## config.mk

```make
export PLATFORM = sky130hd
export DESIGN_NAME = pwm_motor_ctrl
export DESIGN_NICKNAME = d
export VERILOG_FILES = /design/src/rtl/pwm_motor_ctrl.sv
export SDC_FILE = /design/constraint.sdc
export NUM_CORES = 1
export LEC_CHECK = 0
export CAP_MARGIN = 20
export CORE_UTILIZATION = 60
export DETAILED_ROUTE_END_ITERATION = 6
export GPL_TIMING_DRIVEN = 0
export PLACE_DENSITY = 0.8
export RECOVER_POWER = 50
export SLEW_MARGIN = 20
export SYNTH_ARGS = -nofsm -noshare
export SYNTH_HDL_FRONTEND = slang
export SYNTH_SLANG_ARGS = --single-unit
```

## constraint.sdc

```tcl
create_clock -name w5 -period 5.1 [get_ports w5]
set_input_delay 0.51 -clock w5 [delete_from_list [all_inputs] [get_ports w5]]
set_output_delay 0.51 -clock w5 [all_outputs]
set_load 0.01 [all_outputs]
```

## src/rtl/pwm_motor_ctrl.sv

```systemverilog
// Multi-channel PWM driver for an L298 H-bridge: switch bytes become speed/direction
// targets, duty ramps on period boundaries, and reversals pass through zero duty plus dead time.
module pwm_motor_ctrl #(
    parameter int CHANNELS     = 2,
    parameter int CNT_W        = 8,
    parameter int PRESCALE     = 390,
    parameter int RAMP_STEP    = 16,
    parameter int DEAD_PERIODS = 4
) (
    input  logic                  w5,
    input  logic                  rst_n,
    input  logic [8*CHANNELS-1:0] sw,
    input  logic                  en,
    output logic [CHANNELS-1:0]   pwm_out,
    output logic [CHANNELS-1:0]   in_a,
    output logic [CHANNELS-1:0]   in_b,
    output logic [CHANNELS-1:0]   fault,
    output logic                  period_tick
);

    localparam int PSC_W  = (PRESCALE > 1) ? $clog2(PRESCALE) : 1;
    localparam int DUTY_W = CNT_W + 1;
    localparam int DEAD_W = (DEAD_PERIODS > 1) ? $clog2(DEAD_PERIODS) : 1;
    localparam logic [DUTY_W-1:0] FULL = {1'b1, {CNT_W{1'b0}}};
    localparam logic [DUTY_W:0]   STEP = RAMP_STEP[DUTY_W:0];

    typedef enum logic [1:0] {IDLE, FWD, REV, DEAD} state_t;

    logic [8*CHANNELS-1:0] sw_s1, sw_s2;
    logic                  en_s1, en_s2;
    logic [PSC_W-1:0]      psc;
    logic [CNT_W-1:0]      cnt;
    logic                  step;
    logic                  pb;

    always_ff @(posedge w5 or negedge rst_n) begin
        if (!rst_n) begin
            sw_s1 <= '0;
            sw_s2 <= '0;
            en_s1 <= 1'b0;
            en_s2 <= 1'b0;
        end else begin
            sw_s1 <= sw;
            sw_s2 <= sw_s1;
            en_s1 <= en;
            en_s2 <= en_s1;
        end
    end

    assign step        = (psc == PSC_W'(PRESCALE - 1));
    assign pb          = step && (cnt == '1);
    assign period_tick = pb;

    always_ff @(posedge w5 or negedge rst_n) begin
        if (!rst_n) begin
            psc <= '0;
            cnt <= '0;
        end else if (step) begin
            psc <= '0;
            cnt <= cnt + 1'b1;
        end else begin
            psc <= psc + 1'b1;
        end
    end

    // Highest set bit of the nibble selects the speed level.
    function automatic logic [DUTY_W-1:0] decode(input logic [3:0] nib);
        if (nib[3])      decode = FULL;
        else if (nib[2]) decode = FULL - (FULL >> 2);
        else if (nib[1]) decode = FULL >> 1;
        else if (nib[0]) decode = FULL >> 2;
        else             decode = '0;
    endfunction

    // One ramp step toward tgt, clamped so it never overshoots or wraps.
    function automatic logic [DUTY_W-1:0] ramp(input logic [DUTY_W-1:0] cur,
                                               input logic [DUTY_W-1:0] tgt);
        logic [DUTY_W:0] up;
        logic [DUTY_W:0] gap;
        up  = {1'b0, cur} + STEP;
        gap = {1'b0, cur} - {1'b0, tgt};
        if (cur < tgt)      ramp = (up > {1'b0, tgt}) ? tgt : up[DUTY_W-1:0];
        else if (gap > STEP) ramp = cur - STEP[DUTY_W-1:0];
        else                ramp = tgt;
    endfunction

    genvar gi;
    generate
        for (gi = 0; gi < CHANNELS; gi++) begin : g_ch
            logic [3:0]        fwd_nib, rev_nib;
            logic              fwd_on, rev_on, conflict;
            logic [DUTY_W-1:0] level_t, ramp_tgt;
            state_t            dir_t;
            state_t            state;
            logic [DUTY_W-1:0] duty_cur;
            logic [DEAD_W-1:0] dead_cnt;
            logic              pwm_reg, in_a_reg, in_b_reg, fault_reg;

            assign fwd_nib  = sw_s2[8*gi +: 4];
            assign rev_nib  = sw_s2[8*gi+4 +: 4];
            assign fwd_on   = |fwd_nib;
            assign rev_on   = |rev_nib;
            assign conflict = fwd_on && rev_on;

            // ramp_tgt is nonzero only when the request matches the running direction,
            // which also keeps it at 0 in IDLE and DEAD.
            always_comb begin
                level_t  = '0;
                dir_t    = (rev_on && !fwd_on) ? REV : FWD;
                if (en_s2 && !conflict) level_t = fwd_on ? decode(fwd_nib) : decode(rev_nib);
                ramp_tgt = ((level_t != '0) && (dir_t == state)) ? level_t : '0;
            end

            always_ff @(posedge w5 or negedge rst_n) begin
                if (!rst_n) begin
                    state     <= IDLE;
                    duty_cur  <= '0;
                    dead_cnt  <= '0;
                    pwm_reg   <= 1'b0;
                    in_a_reg  <= 1'b0;
                    in_b_reg  <= 1'b0;
                    fault_reg <= 1'b0;
                end else begin
                    fault_reg <= conflict;
                    pwm_reg   <= ({1'b0, cnt} < duty_cur) && ((state == FWD) || (state == REV));
                    if (pb) begin
                        case (state)
                            IDLE: begin
                                if (level_t != '0) begin
                                    state    <= dir_t;
                                    duty_cur <= '0;
                                    in_a_reg <= (dir_t == FWD);
                                    in_b_reg <= (dir_t == REV);
                                end
                            end
                            FWD, REV: begin
                                if ((duty_cur == '0) && (ramp_tgt == '0)) begin
                                    in_a_reg <= 1'b0;
                                    in_b_reg <= 1'b0;
                                    if ((level_t != '0) && (dir_t != state)) begin
                                        state    <= DEAD;
                                        dead_cnt <= DEAD_W'(DEAD_PERIODS - 1);
                                    end else begin
                                        state <= IDLE;
                                    end
                                end else begin
                                    duty_cur <= ramp(duty_cur, ramp_tgt);
                                end
                            end
                            DEAD: begin
                                if (dead_cnt == '0) state <= IDLE;
                                else                dead_cnt <= dead_cnt - 1'b1;
                            end
                            default: state <= IDLE;
                        endcase
                    end
                end
            end

            assign pwm_out[gi] = pwm_reg;
            assign in_a[gi]    = in_a_reg;
            assign in_b[gi]    = in_b_reg;
            assign fault[gi]   = fault_reg;
        end
    endgenerate

endmodule

```

# Yosys cells after proc, flatten, opt, wreduce, memory -nomap -nowiden
# Index checks and enable logic that the tools add are counted.
# op_classes
eq_ne	28
add_sub_neg	10
div_mod_pow	0
n_lt_le_gt_ge	8
mul	0
bitwise	0
muxes	65
n_reduce_logical	49
shift	0
# ops
op	n
$mux 9	21
$mux 8	8
$logic_not 9->1	4
$pmux 9 s2	2
$mux 2	16
$mux 7	4
$ne 2x2->1 const B	12
$reduce_and 4->1	6
$add 9x5->10 const B	2
$gt 10x5->1 const B	2
$gt 10x9->1	2
$sub 9x9->10	2
$lt 8x9->1	2
$lt 9x9->1	2
$reduce_bool 9->1	2
$sub 9x5->9 const B	2
$reduce_or 4->1	4
$logic_and 1x1->1	15
$eq 2x2->1 const B	6
$pmux 2 s3	2
$reduce_and 5->1	2
$add 9x1->9 const B	1
$eq 9x9->1 const B	1
$add 8x1->8 const B	1
other kinds (13)	39
# word_totals
romBits	0
ram_bits	0
wordCells	180
mem_count	0
input_bits	19
reg_bits	85
latchBits	0
output_inout_bits	9

# Depth between registers and ports, before layout
# depth
ltp_word	15
mapped_depth	15
mapped_depth_nobuf	15

# Least setup slack after synthesis
# No wires, ideal clock.
# synth_path
path_type	register to register
start	register sw_s2[7]
end	register g_ch[0].duty_cur[7]
required_ns	5.021
path_buffers	0
t_arrival_ns	3.568
path_slack_ns	1.453
stages_incl_launch_ff	15
setup_time_ns	0.079
cell_sequence	dfrtp_1 > or4_4 > and2_4 > a22oi_4 > and2b_2 > ha_1 > inv_1 > fa_1 > inv_1 > fa_1 > nor3b_1 > a31oi_1 > or4b_1 > o211a_1 > o2bb2ai_1
# synth_via
elab_chain_len	14
# synth_rtl
item	line_no	source
start, declared	29	logic [8*CHANNELS-1:0] sw_s1, sw_s2;
start signal, assigned	44	sw_s2 <= sw_s1;
$reduce_or 4->1	102	assign rev_on = |rev_nib;
$logic_and 1x1->1	103	assign conflict = fwd_on && rev_on;
$logic_not 1->1	110	if (en_s2 && !conflict) level_t = fwd_on ? decode(fwd_nib) : decode(rev_nib);
$logic_and 1x1->1	110	
$mux 9	110	
$reduce_bool 9->1	111, 129	
$logic_and 1x1->1	111	ramp_tgt = ((level_t != '0) && (dir_t == state)) ? level_t : '0;
$mux 9	111	
$sub 9x9->10	81	gap = {1'b0, cur} - {1'b0, tgt};
$gt 10x5->1	83	else if (gap > STEP) ramp = cur - STEP[DUTY_W-1:0];
$mux 9	83	
$mux 9	82	if (cur < tgt) ramp = (up > {1'b0, tgt}) ? tgt : up[DUTY_W-1:0];
$mux 9	137	if ((duty_cur == '0) && (ramp_tgt == '0)) begin
$pmux 9 s2	127	case (state)
end signal, assigned	147	duty_cur <= ramp(duty_cur, ramp_tgt);
end, declared	95	logic [DUTY_W-1:0] duty_cur;
# Parallel ways exist; a longest one is shown, timed or not. The select of a mux whose other input is x is not followed.
# A chain may end at the register's enable or synchronous reset.

# Worst setup path in the final report
# layout_path
start	register sw_s2[7]
end	register g_ch[0].duty_cur[6]
# layout_via
elab_chain_len	14
# layout_rtl
item	line_no	source
$reduce_or 4->1 (*)	102	
$logic_and 1x1->1 (*)	103	
net g_ch[0].conflict	91	logic fwd_on, rev_on, conflict;
$logic_not 1->1 (*)	110	
$logic_and 1x1->1 (*)	110	
$mux 9 (*)	110	
$reduce_bool 9->1	111, 129	
$logic_and 1x1->1	111	
$mux 9	111	
$sub 9x9->10	81	
$gt 10x5->1	83	
$mux 9	83	
$mux 9	82	
$mux 9	137	
$pmux 9 s2	127	
# Mark *: on every way through the listed nets, which the timed path passes. The rest lies on a longest branch. The select of a mux whose other input is x is not followed.

==> metrics <==
crit share post-route=0.7956; Rows=31; Avg Vias per Cell=5.968; synthesized flop and latch total=77; drt pass-1 iters=5; I/O pin count=28; Worst-path clk slew=0.09 ns; Final #Nets=550; Top Registers=sw_s1 x16, sw_s2 x16, g_ch.duty_cur x10; DIE WIDTH=around 90 um; Gates resized, CTS repair=0; XOR/XNOR Fraction of Synth Area=0.04569; mapped cell area=approximately 4600 sq um; routed wire length=9.074 mm; Worst Tran Pin Value=3.047 ns; number of setup buffers added after CTS=0; max-cap violations=1; Critical Path Sink Type=register; Initial Util=0.6276; dominant synthesized flop cell=dfrtp_1; Post-synth ARST share=1.000; setup TNS=0 ns; clock buffer depth=2; critical setup path kind=register to register; Clock Latency Late Sink=0.34 ns; Final setup violation count=0; WHS=0.3131 ns; crit path cell chain=nor4_1 -> nor2_1 -> a311oi_4 -> and2b_2 -> ha_1 -> inv_1 -> fa_1 -> inv_1 -> fa_1 -> nor3b_1 -> a31oi_1 -> nor2_1 -> a221oi_1 -> o2bb2ai_1; filler instances=545; Netlist cell types=76; slew margin rel.=-1.031; Syn. warnings=0; largest net degree at the start of global routing=just over 60; number of global-route vias before repair=3287; fraction of the mapped netlist area in adder cells=0.1289; Slew Limit Fails=61; WP data required=5.33 ns; RSZ-0062 raised after global routing=no; gr usage total=0.2463; largest family of logic cells by synthesized area=simple AND/OR/NAND/NOR gates; Antenna Cells=0; initial antenna violation count=0; failing checks=capacitance limit, slew limit; maximum VDD drop=0.2354 mV; clk root buf=clkbuf_8; worst reg2reg setup slack=1.04 ns; net count after synthesis=between 500 and 600; RD Place Congestion=0.8968; die area=8022 sq um; area occupied by multi-input gates=approximately 2400 sq um; drt first-iter violations=between 200 and 250; status=finished, violations left; Hold Crit Class=input pin to async pin; Simple-Gate Fraction of Synth Area=0.1730; Critical Path Max Stage Delay=0.45 ns; Num CTS Buffers=9; drt wl/cell=around 15 um; commonest non-fill, non-tap cell in the layout=dfrtp_1; Cells after Synth=447; DRC=0; Fin. Hold Viols=0; Chip Height=89.57 um; Congestion Overflow GR=0; CP arrival=4.29 ns; Slowest-stage cell, CP=dfrtp_1; # clock sinks=77; Pwr Density=216.0 nW/um^2; Register Area=1927 sq um; Startpoint Class=register; DR vias=approximately 3500; Final Skew=0.01021 ns; Synth Area in Compound Gates=0.1588; Final Core Density=0.7068; worst-path maximum fanout=7; final antenna-violating net count=0; first-pass GRT wire length=14.86 mm; Tmin final=slightly above 4 ns; R2R Path End=g_ch[0].duty_cur[6]; PortBufs=27; most frequent cells in the layout=77 x dfrtp_1, 41 x ha_1, 38 x inv_1, 37 x nor2_1, 29 x nand2_1; share of cells above drive strength 1=0.1100; Static Leak=2.266 nW; H-Tree Depth=3; R2R cell count=14; post-synthesis mux area share=0.02556; Core ar.=about 7300 sq um; reg2reg start=sw_s2[7]; Hold-fix buffers, CTS=0; Area Growth Syn to Fin=12.62%; Synth Area per Inst=10.29 sq um; EDFF count, synth=0; post-detail-place hpwl=6.795 mm; fmax=approximately 0.25 GHz; Seq/Total Area, Yosys=0.4188; CTS tree=built
Yosys cell counts, drive strengths merged, types with 2 or more instances:
cell type  count  area (sq um)
a22o           5         43.79
fa             4         80.08
o21ai         18         90.08
buf           10         68.81
o31ai          4         30.03
a311oi         2         35.04
nand3b         3         22.52
nor2b          8         52.55
o211ai         2         15.01
xor2           7         61.31
nor2          38         145.1
a211oi         3         32.53
or4            6         60.05
nand2b         5         31.28
o31a           3         26.28
nor4           8         92.58
a22oi          2         28.78
and2           4         27.53
o221ai         2         17.52
o41ai          3         26.28
a21oi         17         100.1
a221oi         2         17.52
dfrtp         77          1927
or2            4         25.02
nand3         15         75.07
a41oi          2         17.52
a21boi         4         30.03
xnor2         17         148.9
mux2           6         67.56
clkbuf         4         15.01
and3           6         37.54
nor3           6         30.03
nand2         29         108.9
o21a           6         45.04
o311ai         2         17.52
a31oi          3         18.77
ha            41         513.0
inv           38         142.6
mux2i          5         50.05
o2bb2ai        5         43.79
nand4          3         18.77
cells by family (layout without fill, tap and decap cells):
logic type	after synthesis	after routing
compound gates	95	95
simple gates	143	143
mux	11	11
flops	77	77
xor+xnor	24	24
fa+ha+maj	45	45
buf+inv	52	96
per-stage QoR:
| stage | setup slack, ns | total power [mW] | std cells | cell area, sq um |
|---|---|---|---|---|
| 5_1_grt | 0.4761 | 1.165 | 590 | 5181 |
| 4_1_cts | 1.068 | 1.134 | 590 | 5209 |
| 2_1_floorplan | 1.453 | 0.6624 | 447 | 4601 |
| 3_3_place_gp | 0.9960 | 0.6929 | 573 | 4995 |
| 6_report | 1.043 | 1.119 | 590 | 5181 |
| 3_5_place_dp | 1.104 | 0.6985 | 574 | 5020 |
worst max path at each step:
stage                          end  depth (start not counted)  slack [ns]      from
5_1_grt                   sw_s1[0]                          2        0.48     rst_n
3_5_place_dp   g_ch[0].duty_cur[7]                         14        1.10  sw_s2[7]
4_1_cts        g_ch[0].duty_cur[7]                         14        1.07  sw_s2[7]
3_3_place_gp              sw_s1[5]                          1         1.0     rst_n
2_1_floorplan  g_ch[0].duty_cur[7]                         14        1.45  sw_s2[7]
6_report       g_ch[0].duty_cur[6]                         14        1.04  sw_s2[7]
layout make-up:
cell class | count | area share
Clock inverter | 6 | 0.009901
Buffer | 14 | 0.01618
Tap cell | 99 | 0.02391
Timing Repair Buffer | 28 | 0.05168
Clock buffer | 10 | 0.02656
Sequential cell | 77 | 0.3719
Multi-Input combinational cell | 318 | 0.4724
Inverter | 38 | 0.02753
worst max-delay path: cells and delay by family, from the launching register on:
family / cells / cell delay [ns]
DFF: 1 / 0.45
adders and majority gates: 3 / 0.92
and+or+nand+nor: 5 / 1.21
AOI/OAI and AO/OA: 4 / 1.25
buffers and inverters: 2 / 0.12
power by group:
group / total (mW) / switching [mW] / leakage [nW] / internal, mW
registers: 0.637 / 0.0123 / 0.974 / 0.624
logic: 0.0439 / 0.0241 / 1.20 / 0.0198
clock network: 0.439 / 0.241 / 0.0943 / 0.198
total: 1.12 / 0.277 / 2.27 / 0.842
routing by layer:
layer	track usage	share of wire	vias to the layer above
li1	-	-	1666
met1	0.3100	0.44	1714
met2	0.4263	0.50	121
met3	0.04894	0.045	20
met4	0.07937	0.018	0
met5	0	0	-
No activity file was read; power rests on OpenSTA's default activity.
